`config.mk`:
```
export PLATFORM = sky130hd
export DESIGN_NAME = regfile
export DESIGN_NICKNAME = d
export VERILOG_FILES = /design/src/rtl/regfile.sv
export SDC_FILE = /design/constraint.sdc
export NUM_CORES = 2
export LEC_CHECK = 0
export BUFFER_PORTS_ARGS = -buffer_cell sky130_fd_sc_hd__buf_2
export CORE_UTILIZATION = 45
export DETAILED_ROUTE_END_ITERATION = 10
export PLACE_DENSITY = 0.63
export SLEW_MARGIN = 10
export SYNTH_ARGS = -nofsm -noshare
export SYNTH_HDL_FRONTEND = slang
export SYNTH_SLANG_ARGS = --single-unit
```
`constraint.sdc`:
```
create_clock -name clk_in -period 3.2 [get_ports clk_in]
set_clock_uncertainty 0.1 [all_clocks]
set_input_delay 0 -clock clk_in [delete_from_list [all_inputs] [get_ports clk_in]]
set_output_delay 0 -clock clk_in [all_outputs]
set_load 0.01 [all_outputs]
```
`src/rtl/regfile.sv`:
```
// Architectural register file with per-register ROB rename tags.
// Applies ROB commits and decoder renames; answers operand lookups with tag/ROB bypass.
module regfile #(
  parameter int ROB_IDX_W = 4
) (
  input  logic                 clk_in,
  input  logic                 rst_in,
  input  logic                 rdy_in,
  input  logic                 rob_clear,
  input  logic                 is_commit,
  input  logic [4:0]           set_id,
  input  logic [31:0]          set_val,
  input  logic [ROB_IDX_W-1:0] set_from_rob_id,
  input  logic [4:0]           set_dep_id,
  input  logic [ROB_IDX_W-1:0] set_dep_Q,
  input  logic [4:0]           rs1_id,
  input  logic [4:0]           rs2_id,
  output logic [31:0]          rs1_val,
  output logic                 rs1_has_dep,
  output logic [ROB_IDX_W-1:0] rs1_dep,
  output logic [31:0]          rs2_val,
  output logic                 rs2_has_dep,
  output logic [ROB_IDX_W-1:0] rs2_dep,
  output logic [ROB_IDX_W-1:0] get_rob_id_1,
  input  logic                 rob_avail_1,
  input  logic [31:0]          rob_val_1,
  output logic [ROB_IDX_W-1:0] get_rob_id_2,
  input  logic                 rob_avail_2,
  input  logic [31:0]          rob_val_2
);

  logic [31:0]          val_q [32];
  logic [31:0]          val_d [32];
  logic [ROB_IDX_W-1:0] tag_q [32];
  logic [ROB_IDX_W-1:0] tag_d [32];
  logic [31:0]          busy_q;
  logic [31:0]          busy_d;

  // A flush drops all pending tags and discards the ROB's stale head outputs.
  // Rename is applied after commit so a same-cycle rename of the same register wins.
  always_comb begin
    val_d  = val_q;
    tag_d  = tag_q;
    busy_d = busy_q;
    if (rob_clear) begin
      busy_d = '0;
    end else begin
      if (is_commit && (set_id != 5'd0)) begin
        val_d[set_id] = set_val;
        if (tag_q[set_id] == set_from_rob_id) busy_d[set_id] = 1'b0;
      end
      if (set_dep_id != 5'd0) begin
        busy_d[set_dep_id] = 1'b1;
        tag_d[set_dep_id]  = set_dep_Q;
      end
    end
  end

  // rdy_in low freezes every register; the read path below stays live.
  always_ff @(posedge clk_in or negedge rst_in) begin
    if (!rst_in) begin
      busy_q <= '0;
      for (int r = 0; r < 32; r++) begin
        val_q[r] <= '0;
        tag_q[r] <= '0;
      end
    end else if (rdy_in) begin
      busy_q <= busy_d;
      for (int r = 0; r < 32; r++) begin
        val_q[r] <= val_d[r];
        tag_q[r] <= tag_d[r];
      end
    end
  end

  always_comb begin
    get_rob_id_1 = tag_q[rs1_id];
    rs1_dep      = tag_q[rs1_id];
    rs1_val      = '0;
    rs1_has_dep  = 1'b0;
    if (rs1_id != 5'd0) begin
      if (!busy_q[rs1_id]) begin
        rs1_val = val_q[rs1_id];
      end else if (is_commit && (set_id == rs1_id) && (set_from_rob_id == tag_q[rs1_id])) begin
        rs1_val = set_val;
      end else if (rob_avail_1) begin
        rs1_val = rob_val_1;
      end else begin
        rs1_has_dep = 1'b1;
      end
    end
  end

  always_comb begin
    get_rob_id_2 = tag_q[rs2_id];
    rs2_dep      = tag_q[rs2_id];
    rs2_val      = '0;
    rs2_has_dep  = 1'b0;
    if (rs2_id != 5'd0) begin
      if (!busy_q[rs2_id]) begin
        rs2_val = val_q[rs2_id];
      end else if (is_commit && (set_id == rs2_id) && (set_from_rob_id == tag_q[rs2_id])) begin
        rs2_val = set_val;
      end else if (rob_avail_2) begin
        rs2_val = rob_val_2;
      end else begin
        rs2_has_dep = 1'b1;
      end
    end
  end

endmodule

```
### Word-level counts from Yosys, hierarchy flattened

Cells that the tools add are included.

* flip-flop bits (word level): 1184
* bits of input ports: 131
* output and inout bits: 82
* logic and storage cells: 155

* order comparisons: 12
* equal/unequal tests: 5
* mux-type cells: 50
* bitwise logic cells: 8
* reductions and logical operators: 15

Operator list (number)
* $bwmux 1024: 1
* $mux 32: 18
* $bmux 32 s5: 2
* $demux 32 s5: 1
* $bwmux 128: 1
* $bmux 4 s5: 3
* $and 32x32->32: 1
* $not 32->32: 1
* $or 32x32->32: 1
* $mux 4: 7
* $ge 6x6->1 const B: 4
* $lt 5x6->1 const B: 4
* $not 5->6: 4
* $demux 4 s5: 1
* $reduce_bool 5->1: 4
* $eq 4x4->1: 3
* $lt 6x1->1 const B: 2
* $mux 1: 12
* $bmux 1 s5: 2
* $demux 1 s5: 2
* $eq 5x5->1: 2
* $ge 5x1->1 const B: 2
* $logic_and 1x1->1: 9
* $reduce_and 3->1: 2
* $not 1->1: 1

### Logic depth before layout (Yosys ltp)

* word-level depth: 12
* gate-level depth with buffers: 13
* gate-level depth less buffers: 7

### Worst setup path before layout

OpenSTA, ideal clock, no wires.

* kind: input-to-output
* from: input port rs1_id[0]
* to: output port rs1_val[11]
* arrival time: 2794 ps
* data required time: 3100 ps
* setup slack: 306 ps
* stages: 11
* buffers on the path: 6
* path through: buf_2 -> buf_4 -> buf_6 -> buf_6 -> buf_2 -> buf_2 -> mux4_2 -> mux4_2 -> mux2_2 -> o21ai_0 -> a31oi_1

* word-level cells in the longest chain between the ends: 9
* elaborated cells on any way between the ends: 17
* classes of those cells: eq/ne (2); mux (11); bitwise (1); reduce/logical (3)

Ends and longest elaborated chain
* start: declaration: RTL line 16 `input logic [4:0] rs1_id,`
* $not 5->6 (implied by the code): RTL line 83, 84
* $bmux 4 s5: RTL line 84 `end else if (is_commit && (set_id == rs1_id) && (set_from_rob_id == tag_q[rs1_id])) begin`
* $mux 4 (implied by the code) (2 in series): RTL line 84
* $eq 4x4->1: RTL line 84
* $logic_and 1x1->1: RTL line 84
* $mux 32: RTL line 84
* $mux 32: RTL line 82 `if (!busy_q[rs1_id]) begin`
* $mux 32 (*): RTL line 81 `if (rs1_id != 5'd0) begin`
* end: declaration: RTL line 18 `output logic [31:0] rs1_val,`

Every way passes the cells marked *; elsewhere a longest branch is shown, timed or not. The select of a mux whose other input is x is not followed.

### Worst setup path in the final report

* from: register tag_q[91] in the netlist's numbering
* to: output port rs2_val[22]

* word-level cells in the longest chain between the ends: 8

Ends and longest elaborated chain
* start: declaration: RTL line 34 `logic [ROB_IDX_W-1:0] tag_q [32];`
* start signal: indexed assignment: RTL line 71 `tag_q[r] <= tag_d[r];`
* $bmux 4 s5: RTL line 102 `end else if (is_commit && (set_id == rs2_id) && (set_from_rob_id == tag_q[rs2_id])) begin`
* $mux 4 (implied by the code) (2 in series): RTL line 102
* $eq 4x4->1: RTL line 102
* $logic_and 1x1->1: RTL line 102
* $mux 32: RTL line 102
* $mux 32: RTL line 100 `if (!busy_q[rs2_id]) begin`
* $mux 32: RTL line 99 `if (rs2_id != 5'd0) begin`
* end: declaration: RTL line 21 `output logic [31:0] rs2_val,`

Every way passes these cells. The select of a mux whose other input is x is not followed.

==> metrics.csv <==
stage,metric,value,unit
synth,synth_fp_nets,4417,
worst_setup_path,cp-start-kind,register,
sta,rsz0062_at_grt,yes,
die,initial_utilization,0.454,
sta,fin_crit,4.04,ns
synth,yosysUniqueCellTypes,55,
layout,drive_above_1_share,0.608,
pwr,p_comb_frac,0.172,
synth,ys_seq_area_frac,0.448,
route,wl_per_cell,34.3,um
route,met1_length,89200,um
global_routing,grt_max_degree,140,
clock_tree,cts_root_buffer,clkbuf_16,
worst_setup_path,path_class,reg2out,
route,top_layer_used,met5,
worst_setup_path,cp_max_fo,7,
pwr,power,40100,uW
run_status,violations,negative setup slack,
die,die-area,149000,sq um
worst_setup_path,worst_path_most_repeated_cell,buf_12,
synth,yosys.area_share.adder,0,
worst_setup_path,critical_path_required,3.10,ns
pwr,p_seq_frac,0.428,
synth,synth_simple_gate_area_share,0.0276,
clock_tree,tritoncts,yes,
sta,fin_ws,-0.837,ns
layout,layout_commonest_cell,mux2_2,
global_routing,grt_pass1_wl,322000,um
die,die_y,385,um
worst_setup_path,cp_cell_sequence,"mux4_2, a22o_1, a311oi_2, or3_1, nand4_1, buf_12, buf_12, o311ai_4, a31oi_1, buf_4, buf_6",
pwr,ir_drop,0.000440,V
place,pre_cts_ws,-0.0975,ns
sta,tns,-41.65,ns
pwr,p_switching,10800,uW
sta,max_freq,248,MHz
worst_hold_path,worstHoldEndpoint,busy_q[7],
synth,synth_compound_area_frac,0.0307,
die,std_cell_rows,140,
worst_setup_path,r2r_cells,9,
global_routing,gr-total-overflow,0,
pwr,p_int,29400,uW
pwr,power_frac_clock,0.400,
worst_hold_path,hold_depth,7,
clock_tree,numCtsBuffers,139,
layout,areaGrowthSynthToFinish,16.9,%
synth,synth_seq_cells,1184,
flow_run,max_cap_violations,0,
worst_setup_path,cpPeakStageDelay,0.46,ns
sta,slew_viol_final,0,
sta,max-slew-margin-rel,0.0464,
worst_setup_path,crit_arrival,3.94,ns
synth,syn_area_per_cell,15.4,sq um
clock_tree,clock_latency,0.78,ns
layout,postLayoutCoreUtil,0.531,
synth,synthFlopType,dfrtp_1,
worst_hold_path,hp-class,in2reg,
global_routing,antenna_found_initial,10,
route,wl,222000,um
route,antenna_left,0,
global_routing,grt_pass1_vias,45100,
place,port_buffers,212,
worst_setup_path,critPathSlowestCell,mux4_2,
synth,synthMuxAreaShare,0.459,
synth,syn_area,66200,sq um
pwr,p_leak,0.0341,uW
global_routing,grt_use_total,0.299,
sta,hold_viol_final,0,
sta,timing_worst_slew_pin_value,1.43,ns
route,wl_met3,20900,um
synth,synthXorXnorAreaFrac,0.00185,
pwr,powerDensity,519,nW/um^2
clock_tree,clockBufferDepth,3,
worst_hold_path,hold_start,set_id[0],
route,via_count,44400,
synth,yosysWarningCount,0,
synth,synth_top_family_by_area,multiplexers,
synth,syn_inst,4286,
route,routed-wl-met2,103000,um
die,dieWidth,385,um
sta,setup_violations,66,
pwr,swShare,0.268,
worst_setup_path,rr_endpoint,busy_q[1],
clock_tree,cts_sinks,1184,
die,io_pins,213,
worst_setup_path,crit-reg2reg-launch,tag_q[111],
run_status,status,"complete, but fails checks",
place,dp_hpwl,132000,um
sta,post-route-period-util,1.26,
worst_setup_path,crit_path_end_kind,primary output,
place,gp_congestion,0.970,
layout,nets,4585,
route,first_iter_violations,4719,
worst_setup_path,rrSetupSlack,0.04,ns
die,coreArea,146000,sq um
route,via_per_inst,6.86,
synth,async_reset_ff_frac,1.00,
layout,final_cell_mix,"1,189 x mux2_2, 1,184 x dfrtp_1, 742 x mux4_2, 191 x buf_2, 175 x buf_4",
clock_tree,clk_pin_slew,0.07,ns
route,dr.pass1.iters,6,
clock_tree,h-tree-depth,4,
route,drc,0,
synth,synth_edf_count,0,
[sequential cells by signal, summed over array words and instances (netlist names)]
| name | flops |
|---|---|
| busy_q | 32 |
| tag_q | 128 |
| val_q | 1024 |
[layer usage]
layer  up-vias  global-route usage
li1      17300                   -
met1     24200               0.415
met2      2259               0.455
met3       534              0.0732
met4         8               0.117
met5         -                   0
[cells by family after synthesis]
group,count (synthesis)
AOI/OAI and AO/OA,289
xor gates and xnor gates,14
buffers and inverters,530
DFF,1184
muxes,1959
and+or+nand+nor,310
[critical path, delay by kind of cell (launching register included)]
kind,cells,cell delay [ns]
and+or+nand+nor,2,0.59
DFF,1,0.41
buffers and inverters,4,0.77
muxes,1,0.46
AOI/OAI and AO/OA,4,0.91
[per-stage QoR]
stage                     area [sq um]  hold WS, ns  instances
after floorplan                  66200       -0.396       4286
after global placement           70800      -0.0892       6136
after detailed placement         70800      -0.0831       6136
after CTS                        76500       0.0234       6447
after global routing             77400        0.134       6469
final                            77400        0.137       6472
[power by group through the flow]
stage | combinational, uW | clock, uW | sequential (uW)
2_1_floorplan | 4170 | 0 | 17100
3_3_place_gp | 6270 | 0 | 17300
3_5_place_dp | 6340 | 0 | 17400
4_1_cts | 6600 | 16300 | 17100
5_1_grt | 7260 | 16900 | 17300
6_report | 6910 | 16100 | 17200
[cells in the mapped netlist (7+ instances only)]
| cell | n | share of area |
|---|---|---|
| mux2_2 | 1191 | 0.20 |
| dfrtp_1 | 1184 | 0.45 |
| mux4_2 | 742 | 0.25 |
| clkbuf_1 | 358 | 0.020 |
| buf_2 | 77 | 0.0058 |
| buf_1 | 72 | 0.0041 |
| o21ai_0 | 72 | 0.0054 |
| a31oi_1 | 66 | 0.0062 |
| o311ai_0 | 64 | 0.0085 |
| nand4_1 | 49 | 0.0046 |
| nand2_1 | 48 | 0.0027 |
| nor2_1 | 39 | 0.0022 |
| nand4b_1 | 32 | 0.0042 |
| and3_1 | 27 | 0.0026 |
| mux2i_1 | 25 | 0.0038 |
| nand3_1 | 25 | 0.0019 |
| a22oi_1 | 17 | 0.0019 |
| a31o_1 | 15 | 0.0020 |
| buf_4 | 14 | 0.0016 |
| nor3_1 | 13 | 0.00098 |
| nor2b_1 | 12 | 0.0011 |
| a22o_1 | 11 | 0.0015 |
| nor3b_1 | 10 | 0.0011 |
| xor2_1 | 10 | 0.0013 |
| or3_1 | 9 | 0.00085 |
| and2_1 | 7 | 0.00066 |
| and4_1 | 7 | 0.00093 |
| o21ai_1 | 7 | 0.00053 |
[final cells by class]
| class | instances | area (sq um) |
|---|---|---|
| Tap cell | 1917 | 2400 |
| Multi-Input combinational cell | 2573 | 35500 |
| Clock buffer | 199 | 4070 |
| Timing Repair Buffer | 553 | 5300 |
| Fill cell | 11900 | 68400 |
| Sequential cell | 1184 | 29600 |
| Inverter | 3 | 11.3 |
| Antenna cell | 5 | 12.5 |
| Clock inverter | 38 | 478 |
[what timing repair did]
item | CTS | global route
endpoints found under the setup margin | 66 | 92
hold endpoints to repair | 2331 | 0
pin swaps | 26 | 87
buffers inserted | 17 | 13
resized for setup | 107 | 102
gates cloned | 2 | 10
hold buffers | 56 | 0
[worst max-delay path by stage]
stage | startpoint | slack [ns] | endpoint
after floorplan | rs1_id[0] | 0.31 | rs1_val[11]
after global placement | tag_q[75] | -0.04 | rs2_val[9]
after detailed placement | tag_q[75] | -0.1 | rs2_val[19]
after CTS | tag_q[95] | -0.64 | rs2_val[21]
after global routing | tag_q[95] | -0.85 | rs2_val[22]
final | tag_q[91] | -0.84 | rs2_val[22]
Note: power is estimated with default switching activity, not from simulation.
